[config.mk]
export PLATFORM = sky130hd
export DESIGN_NAME = esitleme_lut_birimi
export DESIGN_NICKNAME = d
export VERILOG_FILES = /design/src/rtl/esitleme_lut_birimi_pkg.sv /design/src/rtl/esitleme_lut_birimi_sirali_bolucu.sv /design/src/rtl/esitleme_lut_birimi.sv
export SDC_FILE = /design/constraint.sdc
export NUM_CORES = 1
export LEC_CHECK = 0
export ABC_AREA = 1
export BUFFER_PORTS_ARGS = -buffer_cell sky130_fd_sc_hd__clkbuf_2
export CAP_MARGIN = 20
export CORE_MARGIN = 3
export CORE_UTILIZATION = 60
export CTS_BUF_LIST = sky130_fd_sc_hd__clkbuf_8 sky130_fd_sc_hd__clkbuf_16
export DETAILED_ROUTE_END_ITERATION = 8
export PLACE_DENSITY = 0.88
export SETUP_SLACK_MARGIN = 0.1
export SKIP_CTS_REPAIR_TIMING = 1
export SYNTH_ARGS = -nofsm -noshare
export SYNTH_HDL_FRONTEND = slang
export SYNTH_SLANG_ARGS = --single-unit
[constraint.sdc]
create_clock -name clk_i -period 11.14 [get_ports clk_i]
set_input_delay 1.671 -clock clk_i [delete_from_list [all_inputs] [get_ports clk_i]]
set_output_delay 1.671 -clock clk_i [all_outputs]
set_load 0.05 [all_outputs]
[src/rtl/esitleme_lut_birimi_pkg.sv]
// Shared constants, FSM state type and arithmetic helper for the
// histogram-equalisation LUT builder.
//
//   PIXEL_SAYISI : pixels per frame; the CDF of a healthy frame ends here
//   BOLME_BIT    : divider dividend width, must hold PIXEL_SAYISI*255 + rounding
//   PIXEL_BIT    : pixel / bin index width
//   LUT_BIT      : width of one equalisation LUT entry
//   CDF_BIT      : histogram bin and CDF accumulator width
package esitleme_lut_birimi_pkg;

  localparam int PIXEL_SAYISI = 76800;
  localparam int BOLME_BIT    = 25;
  localparam int PIXEL_BIT    = 8;
  localparam int LUT_BIT      = 8;
  localparam int CDF_BIT      = 17;
  localparam int BIN_SAYISI   = 1 << PIXEL_BIT;

  localparam logic HIGH = 1'b1;
  localparam logic LOW  = 1'b0;

  typedef enum logic [2:0] {
    ESL_BOSTA = 3'd0,
    ESL_OKU   = 3'd1,
    ESL_BEKLE = 3'd2,
    ESL_BOL   = 3'd3,
    ESL_YAZ   = 3'd4,
    ESL_BITTI = 3'd5
  } esl_durum_e;

  // x*255 as (x<<8) - x so no multiplier is inferred.
  function automatic logic [BOLME_BIT-1:0] carp255(input logic [CDF_BIT-1:0] x);
    logic [BOLME_BIT-1:0] g;
    g = BOLME_BIT'(x);
    return (g << 8) - g;
  endfunction

endpackage

[src/rtl/esitleme_lut_birimi_sirali_bolucu.sv]
// Sequential restoring divider, one quotient bit per cycle.
//
//   clk_i, rstn_i : clock, asynchronous active-low reset
//   stal_i        : freezes every register while high
//   basla_i       : load pulse; samples bolunen_i / bolen_i
//   bolunen_i     : dividend (BOLUNEN_W bits)
//   bolen_i       : divisor (BOLEN_W bits), must be non-zero
//   bolum_o       : truncated quotient, valid while bitti_o is high
//   bitti_o       : one-cycle pulse BOLUNEN_W+1 cycles after basla_i
module sirali_bolucu #(
  parameter int BOLUNEN_W = 25,
  parameter int BOLEN_W   = 17
) (
  input  logic                 clk_i,
  input  logic                 rstn_i,
  input  logic                 stal_i,
  input  logic                 basla_i,
  input  logic [BOLUNEN_W-1:0] bolunen_i,
  input  logic [BOLEN_W-1:0]   bolen_i,
  output logic [BOLUNEN_W-1:0] bolum_o,
  output logic                 bitti_o
);

  localparam int SAY_W = $clog2(BOLUNEN_W + 1);

  logic [BOLUNEN_W-1:0] bolum_q;
  logic [BOLEN_W-1:0]   kalan_q;
  logic [BOLEN_W-1:0]   bolen_q;
  logic [SAY_W-1:0]     sayac_q;
  logic                 bitti_q;

  // Partial remainder shifted left with the next dividend bit. Dividend
  // bits are consumed from the top of bolum_q while quotient bits enter
  // at the bottom, so one register serves both roles.
  logic [BOLEN_W:0]     kaydir;
  logic                 buyuk_esit;
  logic [BOLEN_W-1:0]   fark;

  always_comb begin
    kaydir     = {kalan_q, bolum_q[BOLUNEN_W-1]};
    buyuk_esit = (kaydir >= {1'b0, bolen_q});
    // Remainder stays below the divisor, so the low bits are enough.
    fark       = kaydir[BOLEN_W-1:0] - bolen_q;
  end

  always_ff @(posedge clk_i or negedge rstn_i) begin
    if (!rstn_i) begin
      bolum_q <= '0;
      kalan_q <= '0;
      bolen_q <= '0;
      sayac_q <= '0;
      bitti_q <= 1'b0;
    end else if (!stal_i) begin
      bitti_q <= 1'b0;
      if (basla_i) begin
        bolum_q <= bolunen_i;
        kalan_q <= '0;
        bolen_q <= bolen_i;
        sayac_q <= SAY_W'(BOLUNEN_W);
      end else if (sayac_q != '0) begin
        bolum_q <= {bolum_q[BOLUNEN_W-2:0], buyuk_esit};
        kalan_q <= buyuk_esit ? fark : kaydir[BOLEN_W-1:0];
        sayac_q <= sayac_q - SAY_W'(1);
        if (sayac_q == SAY_W'(1)) bitti_q <= 1'b1;
      end
    end
  end

  assign bolum_o = bolum_q;
  assign bitti_o = bitti_q;

endmodule

[src/rtl/esitleme_lut_birimi.sv]
// Equalisation LUT builder. On a rising edge of basla_i it walks the 256
// histogram bins, accumulates the CDF and writes
//   lut[k] = round((cdf[k] - cdf_min) * 255 / (PIXEL_SAYISI - cdf_min))
// into the LUT RAM read by the remap stage.
//
//   clk_i, rstn_i  : clock, asynchronous active-low reset
//   basla_i        : histogram-ready level; rising edge starts a pass
//   stal_i         : global stall, freezes all state
//   cdf_min_i      : count of the minimum pixel value
//   valid_i        : per-bin "histogram entry written" flags
//   rd_en_o        : histogram RAM read enable, active-low
//   addr_r_o       : histogram RAM read address
//   data_i         : histogram RAM data, one cycle after rd_en_o=0
//   lut_wr_o       : LUT write strobe, one cycle per bin
//   lut_addr_o     : LUT write address
//   lut_data_o     : LUT write data
//   mesgul_o       : pass in progress
//   hazir_o        : LUT complete, held until the next pass
//   hata_o         : final CDF != PIXEL_SAYISI, held until the next pass
module esitleme_lut_birimi
  import esitleme_lut_birimi_pkg::*;
#(
  parameter int PIXEL_SAYISI = esitleme_lut_birimi_pkg::PIXEL_SAYISI,
  parameter int BOLME_BIT    = esitleme_lut_birimi_pkg::BOLME_BIT
) (
  input  logic                  clk_i,
  input  logic                  rstn_i,
  input  logic                  basla_i,
  input  logic                  stal_i,
  input  logic [CDF_BIT-1:0]    cdf_min_i,
  input  logic [BIN_SAYISI-1:0] valid_i,
  output logic                  rd_en_o,
  output logic [PIXEL_BIT-1:0]  addr_r_o,
  input  logic [CDF_BIT-1:0]    data_i,
  output logic                  lut_wr_o,
  output logic [PIXEL_BIT-1:0]  lut_addr_o,
  output logic [LUT_BIT-1:0]    lut_data_o,
  output logic                  mesgul_o,
  output logic                  hazir_o,
  output logic                  hata_o
);

  esl_durum_e           durum_q;
  logic                 basla_q;
  logic                 stal_q;
  logic [CDF_BIT-1:0]   cdf_q;
  logic [CDF_BIT-1:0]   cdf_min_q;
  logic [CDF_BIT-1:0]   payda_q;
  logic [PIXEL_BIT-1:0] bin_q;
  logic [LUT_BIT-1:0]   lut_data_q;
  logic                 hazir_q;
  logic                 hata_q;

  logic                 kabul;
  logic                 veri_gecerli;
  logic                 tekrar_oku;
  logic [CDF_BIT-1:0]   cdf_yeni;
  logic                 bol_gerek;
  logic                 bol_basla;
  logic [BOLME_BIT-1:0] bolunen;
  logic [BOLME_BIT-1:0] bolum;
  logic                 bol_bitti;
  logic [LUT_BIT-1:0]   doygun;

  always_comb begin
    kabul        = basla_i && !basla_q &&
                   (durum_q == ESL_BOSTA || durum_q == ESL_BITTI);
    veri_gecerli = valid_i[bin_q];
    // The RAM output is only trusted the cycle right after a read. If the
    // first BEKLE cycle was stalled, that cycle is gone, so BEKLE issues the
    // read again and consumes the data one cycle later.
    tekrar_oku   = (durum_q == ESL_BEKLE) && stal_q && veri_gecerli;
    cdf_yeni     = cdf_q + (veri_gecerli ? data_i : '0);
    bol_gerek    = (payda_q != '0) && (cdf_yeni > cdf_min_q);
    bol_basla    = (durum_q == ESL_BEKLE) && !stal_i && !tekrar_oku && bol_gerek;
    // payda>>1 turns the divider's truncation into round-to-nearest.
    bolunen      = BOLME_BIT'(carp255(cdf_yeni - cdf_min_q)) +
                   BOLME_BIT'(payda_q >> 1);
    doygun       = (bolum > BOLME_BIT'(255)) ? '1 : bolum[LUT_BIT-1:0];
  end

  sirali_bolucu #(
    .BOLUNEN_W (BOLME_BIT),
    .BOLEN_W   (CDF_BIT)
  ) u_bolucu (
    .clk_i     (clk_i),
    .rstn_i    (rstn_i),
    .stal_i    (stal_i),
    .basla_i   (bol_basla),
    .bolunen_i (bolunen),
    .bolen_i   (payda_q),
    .bolum_o   (bolum),
    .bitti_o   (bol_bitti)
  );

  always_ff @(posedge clk_i or negedge rstn_i) begin
    if (!rstn_i) begin
      durum_q    <= ESL_BOSTA;
      basla_q    <= LOW;
      stal_q     <= LOW;
      cdf_q      <= '0;
      cdf_min_q  <= '0;
      payda_q    <= '0;
      bin_q      <= '0;
      lut_data_q <= '0;
      hazir_q    <= LOW;
      hata_q     <= LOW;
    end else begin
      // Stall history only; it records that a stall happened, not state.
      stal_q <= stal_i;
      if (!stal_i) begin
        basla_q <= basla_i;
        case (durum_q)
          ESL_BOSTA, ESL_BITTI: begin
            if (kabul) begin
              cdf_min_q <= cdf_min_i;
              payda_q   <= CDF_BIT'(PIXEL_SAYISI) - cdf_min_i;
              cdf_q     <= '0;
              bin_q     <= '0;
              hazir_q   <= LOW;
              hata_q    <= LOW;
              durum_q   <= ESL_OKU;
            end
          end
          ESL_OKU: durum_q <= ESL_BEKLE;
          ESL_BEKLE: begin
            if (!tekrar_oku) begin
              cdf_q <= cdf_yeni;
              if (payda_q == '0) begin
                // Flat image: identity mapping.
                lut_data_q <= LUT_BIT'(bin_q);
                durum_q    <= ESL_YAZ;
              end else if (!bol_gerek) begin
                lut_data_q <= '0;
                durum_q    <= ESL_YAZ;
              end else begin
                durum_q    <= ESL_BOL;
              end
            end
          end
          ESL_BOL: begin
            if (bol_bitti) begin
              lut_data_q <= doygun;
              durum_q    <= ESL_YAZ;
            end
          end
          ESL_YAZ: begin
            if (bin_q == '1) begin
              hazir_q <= HIGH;
              hata_q  <= (cdf_q != CDF_BIT'(PIXEL_SAYISI));
              durum_q <= ESL_BITTI;
            end else begin
              bin_q   <= bin_q + PIXEL_BIT'(1);
              durum_q <= ESL_OKU;
            end
          end
          default: durum_q <= ESL_BOSTA;
        endcase
      end
    end
  end

  // Strobes are gated by stal_i so nothing is issued in a frozen cycle.
  assign rd_en_o    = ~(((durum_q == ESL_OKU) || tekrar_oku) && veri_gecerli && !stal_i);
  assign addr_r_o   = bin_q;
  assign lut_wr_o   = (durum_q == ESL_YAZ) && !stal_i;
  assign lut_addr_o = bin_q;
  assign lut_data_o = lut_data_q;
  assign mesgul_o   = !(durum_q == ESL_BOSTA || durum_q == ESL_BITTI);
  assign hazir_o    = hazir_q;
  assign hata_o     = hata_q;

endmodule

Word-level counts from Yosys, hierarchy flattened
Index checks and enable logic that the tools add are counted.
{ "totals": {"ff_bits": 139, "latch_bits": 0, "ram_bits": 0, "mem_bits_ro": 0, "output_inout_bits": 29, "memories": 0} }
{ "classes": {"addsub": 8, "mul": 0, "div_mod_pow": 0, "n_lt_le_gt_ge": 4, "eq_ne": 14, "shifts": 0, "n_mux": 37, "bitwise": 2, "reduce_logical": 34} }
{ "op_table": {"columns": ["op", "n"], "rows": [
  ["$mux W17", 6],
  ["$mux W8", 7],
  ["$mux W25", 2],
  ["$pmux W17 S2", 1],
  ["$sub A17 B17 Y17", 2],
  ["$pmux W8 S2", 2],
  ["$add A25 B16 Y25", 1],
  ["$gt A25 B8 Y1 const B", 1],
  ["$sub A25 B17 Y25", 1],
  ["$ge A18 B17 Y1", 1],
  ["$mux W3", 6],
  ["$add A17 B17 Y17", 1],
  ["$gt A17 B17 Y1", 1],
  ["$logic_not A17 Y1", 1],
  ["$ne A17 B17 Y1 const B", 1],
  ["$reduce_bool A17 Y1", 1],
  ["$sub A17 B17 Y17 const A", 1],
  ["$reduce_and A4 Y1", 4],
  ["$pmux W3 S5", 1],
  ["$logic_and A1 B1 Y1", 11],
  ["$mux W5", 2],
  ["$lt A8 B9 Y1 const B", 1],
  ["$add A8 B1 Y8 const B", 1],
  ["$bmux W1 S8", 1],
  ["21 further kinds", 42]
]} }

Depth between registers and ports, before layout
Gate-level depths: netlist of run 1.
{ "logic_depth": {"word_depth": 10, "depth_mapped": 51} }

Cells and area by module
A second synthesis of run 1 with hierarchy kept.
{ "unflattened": {"cells_unflattened": 2183, "area_unflattened_um2": 13626.8} }
{ "modules_own_cells": {"columns": ["module", "n_inst", "cells_each", "area_per_inst_um2", "seq_area_each_um2"], "rows": [
  ["esitleme_lut_birimi", 1, 1611, 9540.4, 1826.8],
  ["sirali_bolucu", 1, 572, 4086.4, 1626.6]
]} }

Worst setup path after synthesis of run 1
No wires, ideal clock.
{ "synth_path": {"path_kind": "input port to flip-flop", "startpoint": "input valid_i[76]", "endpoint": "register u_bolucu.bolum_q[24], in the netlist u_bolucu.bolum_o[24]", "setup_ps": 125, "t_arrival_ps": 7238, "required_ps": 11015, "setup_slack_ps": 3777, "stages": 44, "n_path_buf": 1, "path_cell_list": "or2_2 nand2_1 a21oi_1 nor2_1 nand2_1 nand3_1 nand2_1 nand3_2 nand2_2 inv_1 clkbuf_1 nor2_1 ha_1 nand2_1 nor3_1 a21oi_1 o21ai_0 a31oi_1 [8 not listed] nand2_1 xor2_1 inv_1 ha_1 o21bai_1 ha_1 nand2_1 nor2_1 inv_1 nor3_1 nand4_1 nand3_1 nand3_1 nand4_1 nand2_1 xor2_1 nand2_1 nand3_1"} }
{ "synth_between": {"elab_chain_cells": 9} }
{ "synth_rtl": {"columns": ["element", "line_no", "source"], "rows": [
  ["from (decl)", "esitleme_lut_birimi.sv:31", "input logic [BIN_SAYISI-1:0] valid_i,"],
  ["$bmux W1 S8 *", "esitleme_lut_birimi.sv:68", "veri_gecerli = valid_i[bin_q];"],
  ["$mux W1 (not written as such) *", "esitleme_lut_birimi.sv:68", null],
  ["parallel branches: the longest is 7 deep, another holds $sub A25 B17 Y25", null, null],
  ["to (signal assigned)", "esitleme_lut_birimi_sirali_bolucu.sv:56", "bolum_q <= bolunen_i;"],
  ["to (signal assigned)", "esitleme_lut_birimi_sirali_bolucu.sv:61", "bolum_q <= {bolum_q[BOLUNEN_W-2:0], buyuk_esit};"],
  ["to (decl)", "esitleme_lut_birimi_sirali_bolucu.sv:26", "logic [BOLUNEN_W-1:0] bolum_q;"]
]} }
Mark *: on every way between the ends. The select of a mux whose other input is x is not followed.
A chain may end at the register's enable or synchronous reset.

Worst setup path after layout of run 1
{ "layout_path": {"startpoint": "register bin_q[0], in the netlist addr_r_o[0]", "endpoint": "register u_bolucu.bolum_q[24], in the netlist u_bolucu.bolum_o[24]"} }
{ "layout_between": {"elab_chain_cells": 9} }
{ "layout_rtl": {"columns": ["element", "line_no", "source"], "rows": [
  ["from (decl)", "esitleme_lut_birimi.sv:49", "logic [PIXEL_BIT-1:0] bin_q;"],
  ["from (signal assigned)", "esitleme_lut_birimi.sv:153", "bin_q <= bin_q + PIXEL_BIT'(1);"],
  ["$bmux W1 S8 *", "esitleme_lut_birimi.sv:68", null],
  ["$mux W1 (not written as such) *", "esitleme_lut_birimi.sv:68", null],
  ["parallel branches: the longest is 7 deep, another holds $sub A25 B17 Y25", null, null]
]} }
Marked as above.

==> impl_metrics.json, run 1 <==
{
  "dieHeight_um": 156,
  "met3RoutedLength_um": 4250,
  "clock_skew_ns": 0.0141,
  "maxCapViolations": 0,
  "clkSinkCount": 138,
  "reg2reg_to": "u_bolucu.bolum_o[24]$_DFFE_PN0P_",
  "rsz0062_at_grt": "no",
  "cp_num_cells": 45,
  "htree_levels": 4,
  "layout_setup_ws_ns": 2.16,
  "met1_length_um": 19100,
  "worstSetupEndpointType": "flip-flop",
  "nets": 2751,
  "tns_ns": 0,
  "crit_type": "reg2reg",
  "rr_startpoint": "addr_r_o[0]$_DFFE_PN0P_",
  "cts_tree": "yes",
  "min_period_over_period_pct": 80.6,
  "synth_nets": 2494,
  "first_pass_iters": 6,
  "die_area_mm2": 0.0243,
  "drt-total-wl_um": 46700,
  "clockBufferDepth": 2,
  "grt_overflow": 0,
  "seq_area_frac_synth_pct": 25.6,
  "crit_path_max_fanout": 75,
  "cpLargestDelayFamily": "simple AND/OR/NAND/NOR gates",
  "ys.flop_type": "dfrtp_1",
  "core_area_mm2": 0.0220,
  "viasPerCell": 5.80,
  "reg2reg_slack_ns": 2.16,
  "vias": 15400,
  "max_slew.worst_pin.slew_ns": 0.988,
  "n_antenna_cell": 0,
  "dpl.hpwl_um": 36600,
  "ys_warn_count": 0,
  "drive_above_1_share_pct": 16.5,
  "endpoint": "u_bolucu.bolum_o[24]$_DFFE_PN0P_",
  "met2WireLength_um": 21700,
  "synth_largest_area_cell": "dfrtp_1",
  "hold_viol_final": 0,
  "grt_pass1_wl_um": 73200,
  "synthDistinctLibCells": 49,
  "syn_inst": 2103,
  "ios": 323,
  "critPathMostFrequentCell": "nand3_1",
  "whs_ns": 0.486,
  "wire_per_inst_um": 17.6,
  "min_path_type": "reg2reg",
  "finalMaxSlewViolations": 0,
  "timing.final.crit_period_ns": 8.98,
  "portBuffers": 322,
  "critPathArrivalTime_ns": 9.28,
  "clkTransAtPathRegs_ns": 0.07,
  "synth_top_cell_area_share_pct": 25.6,
  "start_util_pct": 61.4,
  "fill_cells": 1923,
  "gp_congestion": 1.05,
  "pre_cts_slack_ns": 2.36,
  "cpMaxStageDelayCell": "dfrtp_4",
  "dr.max_layer_used": "met4",
  "clock_latency_ns": 0.44,
  "netlist_area_mm2": 0.0135,
  "syn_avg_cell_area_um2": 6.41,
  "cp-start-kind": "flip-flop",
  "critical-path-max-stage-delay_ns": 0.78,
  "grt_max_degree": 86,
  "reg2regPathDepth": 45,
  "grt_util_all_layers_pct": 37.4,
  "synth_commonest_cells": "nand2_1 (551), inv_1 (268), nand3_1 (226)",
  "required_ns": 11.45,
  "max_freq_mhz": 111,
  "crit_start": "addr_r_o[0]$_DFFE_PN0P_",
  "core.rowCount": 54,
  "synth_area_leaders": "dfrtp_1 (26%), nand2_1 (15%), nand3_1 (8.4%), ha_1 (8.3%), inv_1 (7.5%)",
  "first_global_vias": 14400,
  "cts_buffers": 17,
  "final_antenna_net_count": 0,
  "setup_violations": 0,
  "maxSlewHeadroom_pct": 34.2,
  "crit_buf_inv": 6,
  "syn_to_final_growth_pct": 15.8,
  "async_flop_share_pct": 100,
  "first_iter_violations": 1607,
  "synth_edf_count": 0,
  "root_buffer": "clkbuf_16",
  "ys_ff_latch": 138,
  "synthMostInstantiatedCell": "nand2_1",
  "die_w_um": 156,
  "status": "finished, final reports clean",
  "drcViolationCount": 0,
  "grt_antenna_before_repair": 0
}
## worst register-to-register path: cells and delay by family, from the launching register on
kind,cells,cell delay [ns]
XOR/XNOR,4,0.83
AO/OA/AOI/OAI,8,1.42
adder cells (fa/ha/maj),4,1.31
AND/OR/NAND/NOR,23,2.65
flip-flops,1,0.78
buffers and inverters,6,1.87
## registers in the layout, indices dropped and copies added (netlist names), 3 cells and up
name and count:
durum_q 3, u_bolucu.kalan_q 17, cdf_min_q 17, cdf_q 17, u_bolucu.bolen_q 17, u_bolucu.bolum_o 25
lut_data_o 8, u_bolucu.sayac_q 5, addr_r_o 8, payda_q 16
## cell usage in the layout (no fill, tap or decap), types with 3 or more instances in the layout
master	count
clkinv_1	4
nand4_1	13
o21a_1	3
dfrtp_1	136
o21ai_0	173
nor2_1	203
o221ai_1	3
fa_1	8
a211oi_1	3
a21oi_1	94
o21bai_1	15
nand3b_1	3
o211ai_2	10
clkbuf_2	321
o21ai_1	29
inv_6	4
nand3_1	226
o31ai_1	9
nor4_1	11
inv_8	6
o2111ai_1	6
xnor2_1	27
clkbuf_16	17
xor2_1	42
nor3_1	22
buf_4	9
or2_2	4
a31oi_1	6
a21o_1	4
a21boi_0	4
o211ai_1	21
inv_1	268
ha_1	89
nand2_1	550
## layout make-up
cell class              instances  area, µm²  area share [%]
flip-flops and latches        138       3460            22.2
inverters                     275       1030            6.62
well taps                     280        350            2.24
clock buffers                  17        425            2.73
multi-input cells            1596       8460            54.2
clock inverters                15        170            1.09
repair buffers                332       1710            11.0
## kinds of logic after synthesis
family | count (synthesis) | share of synthesized area (%)
AOI/OAI and AO/OA | 384 | 16.3
xor gates and xnor gates | 69 | 4.48
adders and majority gates | 97 | 9.45
buffers and inverters | 369 | 11.7
DFF | 138 | 25.6
and+or+nand+nor | 1046 | 32.4
## per-layer routing
layer	up-vias	global-route usage, %
li1	7364	-
met1	7110	49.0
met2	801	61.8
met3	109	6.99
met4	0	14.1
met5	-	0
## how the worst min path moves through the flow
stage | from | to | cells past startpoint
floorplan | basla_q$_DFFE_PN0N_ | basla_q$_DFFE_PN0N_ | 2
finish | basla_q$_DFFE_PN0N_ | basla_q$_DFFE_PN0N_ | 2
global placement | basla_q$_DFFE_PN0N_ | basla_q$_DFFE_PN0N_ | 2
CTS | u_bolucu.bolen_q[9]$_DFFE_PN0P_ | u_bolucu.bolen_q[9]$_DFFE_PN0P_ | 2
detailed placement | u_bolucu.bolen_q[9]$_DFFE_PN0P_ | u_bolucu.bolen_q[9]$_DFFE_PN0P_ | 2
global route | basla_q$_DFFE_PN0N_ | basla_q$_DFFE_PN0N_ | 2
## per-stage QoR
stage | cells | utilization (%) | instance area (µm²)
2_1_floorplan | 2103 | - | 13500
3_3_place_gp | 2619 | 68.2 | 15000
3_5_place_dp | 2619 | 68.2 | 15000
4_1_cts | 2651 | 70.9 | 15600
5_1_grt | 2653 | 71.1 | 15600
6_report | 2653 | 71.1 | 15600
Power of run 1 is not shown: default switching activity piles up to over one toggle a cycle in this logic, so the estimate is an artifact.
==> inputs of run 2 (changes only) <==
--- a/config.mk
+++ b/config.mk
@@ -9,10 +9,10 @@
 export BUFFER_PORTS_ARGS = -buffer_cell sky130_fd_sc_hd__clkbuf_2
 export CAP_MARGIN = 20
 export CORE_MARGIN = 3
-export CORE_UTILIZATION = 60
+export CORE_UTILIZATION = 50
 export CTS_BUF_LIST = sky130_fd_sc_hd__clkbuf_8 sky130_fd_sc_hd__clkbuf_16
 export DETAILED_ROUTE_END_ITERATION = 8
-export PLACE_DENSITY = 0.88
+export PLACE_DENSITY = 0.78
 export SETUP_SLACK_MARGIN = 0.1
 export SKIP_CTS_REPAIR_TIMING = 1
 export SYNTH_ARGS = -nofsm -noshare
==> constraint.sdc (replaced) <==
create_clock -name clk_i -period 7.63 [get_ports clk_i]
set_input_delay 1.1445 -clock clk_i [delete_from_list [all_inputs] [get_ports clk_i]]
set_output_delay 1.1445 -clock clk_i [all_outputs]
set_load 0.05 [all_outputs]
==> run 2 against run 1 <==
  * Flip-flop and latch count unchanged
  * Clock-buffer cell count is the same
  * Critical path type unchanged
  * Highest routed layer unchanged
  * Critical path depth rose by 1
  * First-iteration DRC count decreased by 26%
  * Largest cell class unchanged
  * Sequential share of layout area shrank 1.1 points
  * Worst hold slack lost 0.0021 ns
  * Worst setup slack got worse by 1.7 ns
  * Die area rose by 19%
  * Global-route usage decreased by 6.0 points
==> impl_metrics.json, run 2 (synthesis gave the netlist of run 1 again) <==
{
  "crit_type": "reg2reg",
  "clock_latency_ns": 0.44,
  "nets": 2810,
  "portBuffers": 322,
  "place_area_mm2": 0.0155,
  "grt_max_degree": 78,
  "clockBufferDepth": 2,
  "first_iter_violations": 1185,
  "crit_path_max_fanout": 23,
  "placedCellCount": 2727,
  "vias": 15300,
  "critPathMostFrequentCell": "nand2_1",
  "clkSinkCount": 138,
  "tns_ns": 0,
  "finalMaxSlewViolations": 0,
  "grt_util_all_layers_pct": 31.4,
  "n_antenna_cell": 0,
  "status": "finished, final reports clean",
  "max_slew.worst_pin.slew_ns": 0.954,
  "cp-start-kind": "flip-flop",
  "stdcell_count": 2767,
  "wire_per_inst_um": 17.0,
  "timing.final.crit_period_ns": 7.12,
  "critical-path-max-stage-delay_ns": 0.55,
  "root_buffer": "clkbuf_16",
  "viasPerCell": 5.53,
  "first_pass_iters": 6,
  "met3_usage_pct": 5.57,
  "grt_pass1_wl_um": 72900,
  "core.rowCount": 59,
  "maxSlewHeadroom_pct": 36.2,
  "final_common_cell": "nand2_1",
  "gp_congestion": 1.07,
  "largest_register_ffs": 25,
  "whs_ns": 0.484,
  "final_antenna_net_count": 0,
  "rsz0062_at_grt": "yes",
  "critPathArrivalTime_ns": 7.44,
  "core_area_mm2": 0.0263,
  "min_period_over_period_pct": 93.4,
  "clock_skew_ns": 0.0150,
  "min_path_type": "reg2reg",
  "dieHeight_um": 170,
  "dpl.hpwl_um": 37300,
  "cts_buffers": 17,
  "first_global_vias": 13900,
  "maxCapViolations": 0,
  "clkTransAtPathRegs_ns": 0.07,
  "stdcell_area_mm2": 0.0164,
  "hold_viol_final": 0,
  "grt_overflow": 0,
  "required_ns": 7.94,
  "drive_above_1_share_pct": 19.3,
  "busiest_layer": "met2",
  "cpMaxStageDelayCell": "dfrtp_4",
  "die_w_um": 170,
  "worstSetupEndpointType": "flip-flop",
  "grt_antenna_before_repair": 0,
  "htree_levels": 4,
  "die_area_mm2": 0.0290,
  "setup_violations": 0,
  "met1_usage_pct": 43.4,
  "cts_tree": "yes",
  "ios": 323,
  "start_util_pct": 51.3,
  "drt-total-wl_um": 47100,
  "max_freq_mhz": 140,
  "syn_to_final_growth_pct": 21.7,
  "layout_common_cells": "nand2_1 (550), clkbuf_2 (321), inv_1 (266)",
  "drcViolationCount": 0,
  "gr-usage-met2_pct": 50.7
}
-- run 2: worst paths after layout --
| kind | from | to | slack (ns) | depth (start not counted) |
|---|---|---|---|---|
| worst max-delay path | addr_r_o[0]$_DFFE_PN0P_ | u_bolucu.bolum_o[24]$_DFFE_PN0P_ | 0.51 | 46 |
| worst min-delay path | basla_q$_DFFE_PN0N_ | basla_q$_DFFE_PN0N_ | 0.48 | 2 |
| worst max register to register | addr_r_o[0]$_DFFE_PN0P_ | u_bolucu.bolum_o[24]$_DFFE_PN0P_ | 0.51 | 46 |
| worst min register to register | basla_q$_DFFE_PN0N_ | basla_q$_DFFE_PN0N_ | 0.48 | 2 |
| max in group asynchronous | rstn_i | cdf_min_q[9]$_DFFE_PN0P_ | 5.61 | 2 |
| min in group asynchronous | rstn_i | lut_data_o[1]$_DFFE_PN0P_ | 0.70 | 1 |
-- run 2: cell type report --
class | count | area [µm²]
timing repair buffer | 391 | 2320
clock buffer | 17 | 425
multi-input combinational | 1596 | 8530
inverter | 275 | 1050
clock inverter | 15 | 201
tap | 335 | 419
sequential | 138 | 3460
fill | 2456 | 9870
-- run 2: through the flow --
stage | utilization [%] | setup WS [ns]
floorplan | - | 0.794
global placement | 59.1 | -0.0915
detailed placement | 59.1 | -0.0661
CTS | 61.4 | 0.0601
global route | 62.4 | 0.0660
finish | 62.4 | 0.506
-- run 2: worst max-delay path, delay by kind of cell (launching register included) --
family | cells | cell delay (ns)
buffers and inverters | 6 | 0.71
xor gates and xnor gates | 3 | 0.43
DFF | 1 | 0.55
and+or+nand+nor | 27 | 2.85
AOI/OAI and AO/OA | 6 | 1.16
adders and majority gates | 4 | 1.27
-- run 2: layer usage --
layer	vias up	part of all wire (%)
li1	7487	-
met1	7048	43
met2	674	46
met3	96	8.8
met4	0	2.6
met5	-	0
Power of run 2 is left out for the same reason.
==> inputs of run 3 (changes only) <==
--- a/config.mk
+++ b/config.mk
@@ -9,12 +9,13 @@
 export BUFFER_PORTS_ARGS = -buffer_cell sky130_fd_sc_hd__clkbuf_2
 export CAP_MARGIN = 20
 export CORE_MARGIN = 3
-export CORE_UTILIZATION = 50
+export CORE_UTILIZATION = 51
 export CTS_BUF_LIST = sky130_fd_sc_hd__clkbuf_8 sky130_fd_sc_hd__clkbuf_16
 export DETAILED_ROUTE_END_ITERATION = 8
-export PLACE_DENSITY = 0.78
+export PLACE_DENSITY = 0.79
 export SETUP_SLACK_MARGIN = 0.1
 export SKIP_CTS_REPAIR_TIMING = 1
 export SYNTH_ARGS = -nofsm -noshare
 export SYNTH_HDL_FRONTEND = slang
+export SYNTH_HIERARCHICAL = 1
 export SYNTH_SLANG_ARGS = --single-unit
==> run 3 against run 2 <==
  * Clock-buffer cell count is the same
  * Synthesized cell count grew 3.8%
  * Critical path depth grew 1
  * First-iteration DRC count grew 24%
  * Global-route usage grew 2.9 points
  * Synthesized area grew 1.1%
  * Die area shrank 0.89%
==> impl_metrics.json, run 3 <==
{
  "met2WireLength_um": 24000,
  "htree_levels": 4,
  "synth_area_leaders": "dfrtp_1 (25%), nand2_1 (20%), ha_1 (8.2%), inv_1 (7.9%), nand3_1 (6.1%)",
  "nets": 3027,
  "syn_inst": 2183,
  "crit_path_max_fanout": 15,
  "synth_commonest_cells": "nand2_1 (718), inv_1 (287), nor2_1 (196)",
  "synthDistinctLibCells": 50,
  "async_flop_share_pct": 100,
  "die_w_um": 169,
  "status": "finished, final reports clean",
  "synth_adder_area_share_pct": 9.35,
  "placedCellCount": 2929,
  "wire_per_inst_um": 17.6,
  "clock_skew_ns": 0.0108,
  "maxSlewHeadroom_pct": 26.8,
  "drt-total-wl_um": 52500,
  "endpoint": "u_bolucu/bolum_o[23]$_DFFE_PN0P_",
  "synthSimpleGateAreaFrac_pct": 35.7,
  "ys_ff_latch": 138,
  "synth_top_family_by_area": "simple AND/OR/NAND/NOR gates",
  "cp_num_cells": 47,
  "met3RoutedLength_um": 4750,
  "synth_edf_count": 0,
  "dieHeight_um": 169,
  "gp_congestion": 1.02,
  "crit_buf_inv": 7,
  "cpMaxStageDelayCell": "dfrtp_4",
  "stdcell_area_mm2": 0.0179,
  "layout_common_cells": "nand2_1 (712), clkbuf_2 (321), inv_1 (283)",
  "cts_buffers": 17,
  "ys_warn_count": 6,
  "grt_util_all_layers_pct": 34.3,
  "worstSetupEndpointType": "flip-flop",
  "final_common_cell": "nand2_1",
  "finalMaxSlewViolations": 0,
  "grt_max_degree": 84,
  "largest_register_ffs": 25,
  "synth_largest_area_cell": "dfrtp_1",
  "max_freq_mhz": 138,
  "final_antenna_net_count": 0,
  "grt_pass1_wl_um": 78900,
  "rsz0062_at_grt": "yes",
  "cts_tree": "yes",
  "clock_latency_ns": 0.43,
  "setup_violations": 0,
  "root_buffer": "clkbuf_16",
  "clkSinkCount": 138,
  "synth-xor-area-share_pct": 4.24,
  "reg2reg_to": "u_bolucu/bolum_o[23]$_DFFE_PN0P_",
  "netlist_area_mm2": 0.0136,
  "viasPerCell": 5.47,
  "ys.flop_type": "dfrtp_1",
  "stdcell_count": 2984,
  "first_global_vias": 15100,
  "core.rowCount": 59,
  "reg2reg_slack_ns": 0.41,
  "dr.max_layer_used": "met4",
  "grt_antenna_before_repair": 0,
  "reg2regPathDepth": 47,
  "critPathArrivalTime_ns": 7.53,
  "core_area_mm2": 0.0261,
  "crit_start": "addr_r_o[0]$_DFFE_PN0P_",
  "synth_nets": 2574,
  "syn_to_final_growth_pct": 31.7,
  "drive_above_1_share_pct": 24.5,
  "ios": 323,
  "syn_avg_cell_area_um2": 6.24,
  "clkTransAtPathRegs_ns": 0.07,
  "min_period_over_period_pct": 94.7,
  "seq_area_frac_synth_pct": 25.3,
  "met1_length_um": 21900,
  "critical-path-max-stage-delay_ns": 0.57,
  "grt_overflow": 0,
  "maxCapViolations": 0,
  "synthMuxAreaShare_pct": 0,
  "hold_viol_final": 0,
  "clockBufferDepth": 2,
  "synth_top_cell_area_share_pct": 25.3,
  "first_pass_iters": 5,
  "synthMostInstantiatedCell": "nand2_1",
  "cpLargestDelayFamily": "simple AND/OR/NAND/NOR gates",
  "min_path_type": "reg2reg",
  "die_area_mm2": 0.0287,
  "critPathMostFrequentCell": "nand2_1",
  "n_antenna_cell": 0,
  "synth_compound_area_share_pct": 13.6,
  "timing.final.crit_period_ns": 7.22,
  "rr_startpoint": "addr_r_o[0]$_DFFE_PN0P_",
  "max_slew.worst_pin.slew_ns": 1.09,
  "cp-start-kind": "flip-flop",
  "first_iter_violations": 1472,
  "required_ns": 7.94,
  "crit_type": "reg2reg",
  "drcViolationCount": 0,
  "place_area_mm2": 0.0166,
  "start_util_pct": 52.1,
  "vias": 16300,
  "portBuffers": 322,
  "dpl.hpwl_um": 40300
}
==> run 3: per-layer routing <==
layer  vias to the layer above  GRT usage (%)
li1                       7878              -
met1                      7512           45.5
met2                       786           56.2
met3                       138           7.34
met4                         0           11.2
met5                         -              0
==> run 3: logic make-up after synthesis <==
group | count (synthesis)
buf+inv | 382
compound gates | 331
simple gates | 1169
xor+xnor | 66
fa+ha+maj | 97
flops | 138
==> run 3: metrics by stage <==
stage	setup WS, ns	hold WS, ns	TNS [ns]	utilization, %
2_1_floorplan	0.569	0.446	0	-
3_3_place_gp	-0.144	0.469	-0.282	63.6
3_5_place_dp	-0.293	0.479	-1.07	63.6
4_1_cts	0.0783	0.499	0	65.9
5_1_grt	-0.0251	0.528	-0.0251	68.7
6_report	0.405	0.489	0	68.7
==> run 3: worst min path at each step <==
| stage | start | to | cells after the start |
|---|---|---|---|
| floorplan | u_bolucu/bolen_q[0]$_DFFE_PN0P_ | u_bolucu/bolen_q[0]$_DFFE_PN0P_ | 2 |
| global placement | basla_q$_DFFE_PN0N_ | basla_q$_DFFE_PN0N_ | 2 |
| detailed placement | hazir_o$_DFFE_PN0P_ | hazir_o$_DFFE_PN0P_ | 2 |
| CTS | hazir_o$_DFFE_PN0P_ | hazir_o$_DFFE_PN0P_ | 2 |
| global route | lut_data_o[5]$_DFFE_PN0P_ | lut_data_o[5]$_DFFE_PN0P_ | 2 |
| finish | hata_o$_DFFE_PN0P_ | hata_o$_DFFE_PN0P_ | 2 |
==> run 3: area by class of cell <==
type / count / area (µm²)
clock buffers: 17 / 425
inverters: 295 / 1130
fillers: 2343 / 8190
clock inverters: 15 / 176
multi-input cells: 1663 / 8910
repair inverters: 1 / 5.00
repair buffers: 520 / 3410
flip-flops and latches: 138 / 3460
well taps: 335 / 419
==> run 3: worst reg2reg max path: cells and delay by family, from the launching register on <==
family | cells | cell delay [ns]
buffers and inverters | 7 | 0.79
adders and majority gates | 5 | 1.33
and+or+nand+nor | 22 | 2.24
DFF | 1 | 0.57
xor gates and xnor gates | 4 | 0.69
AOI/OAI and AO/OA | 9 | 1.52
Power of run 3 is left out for the same reason.
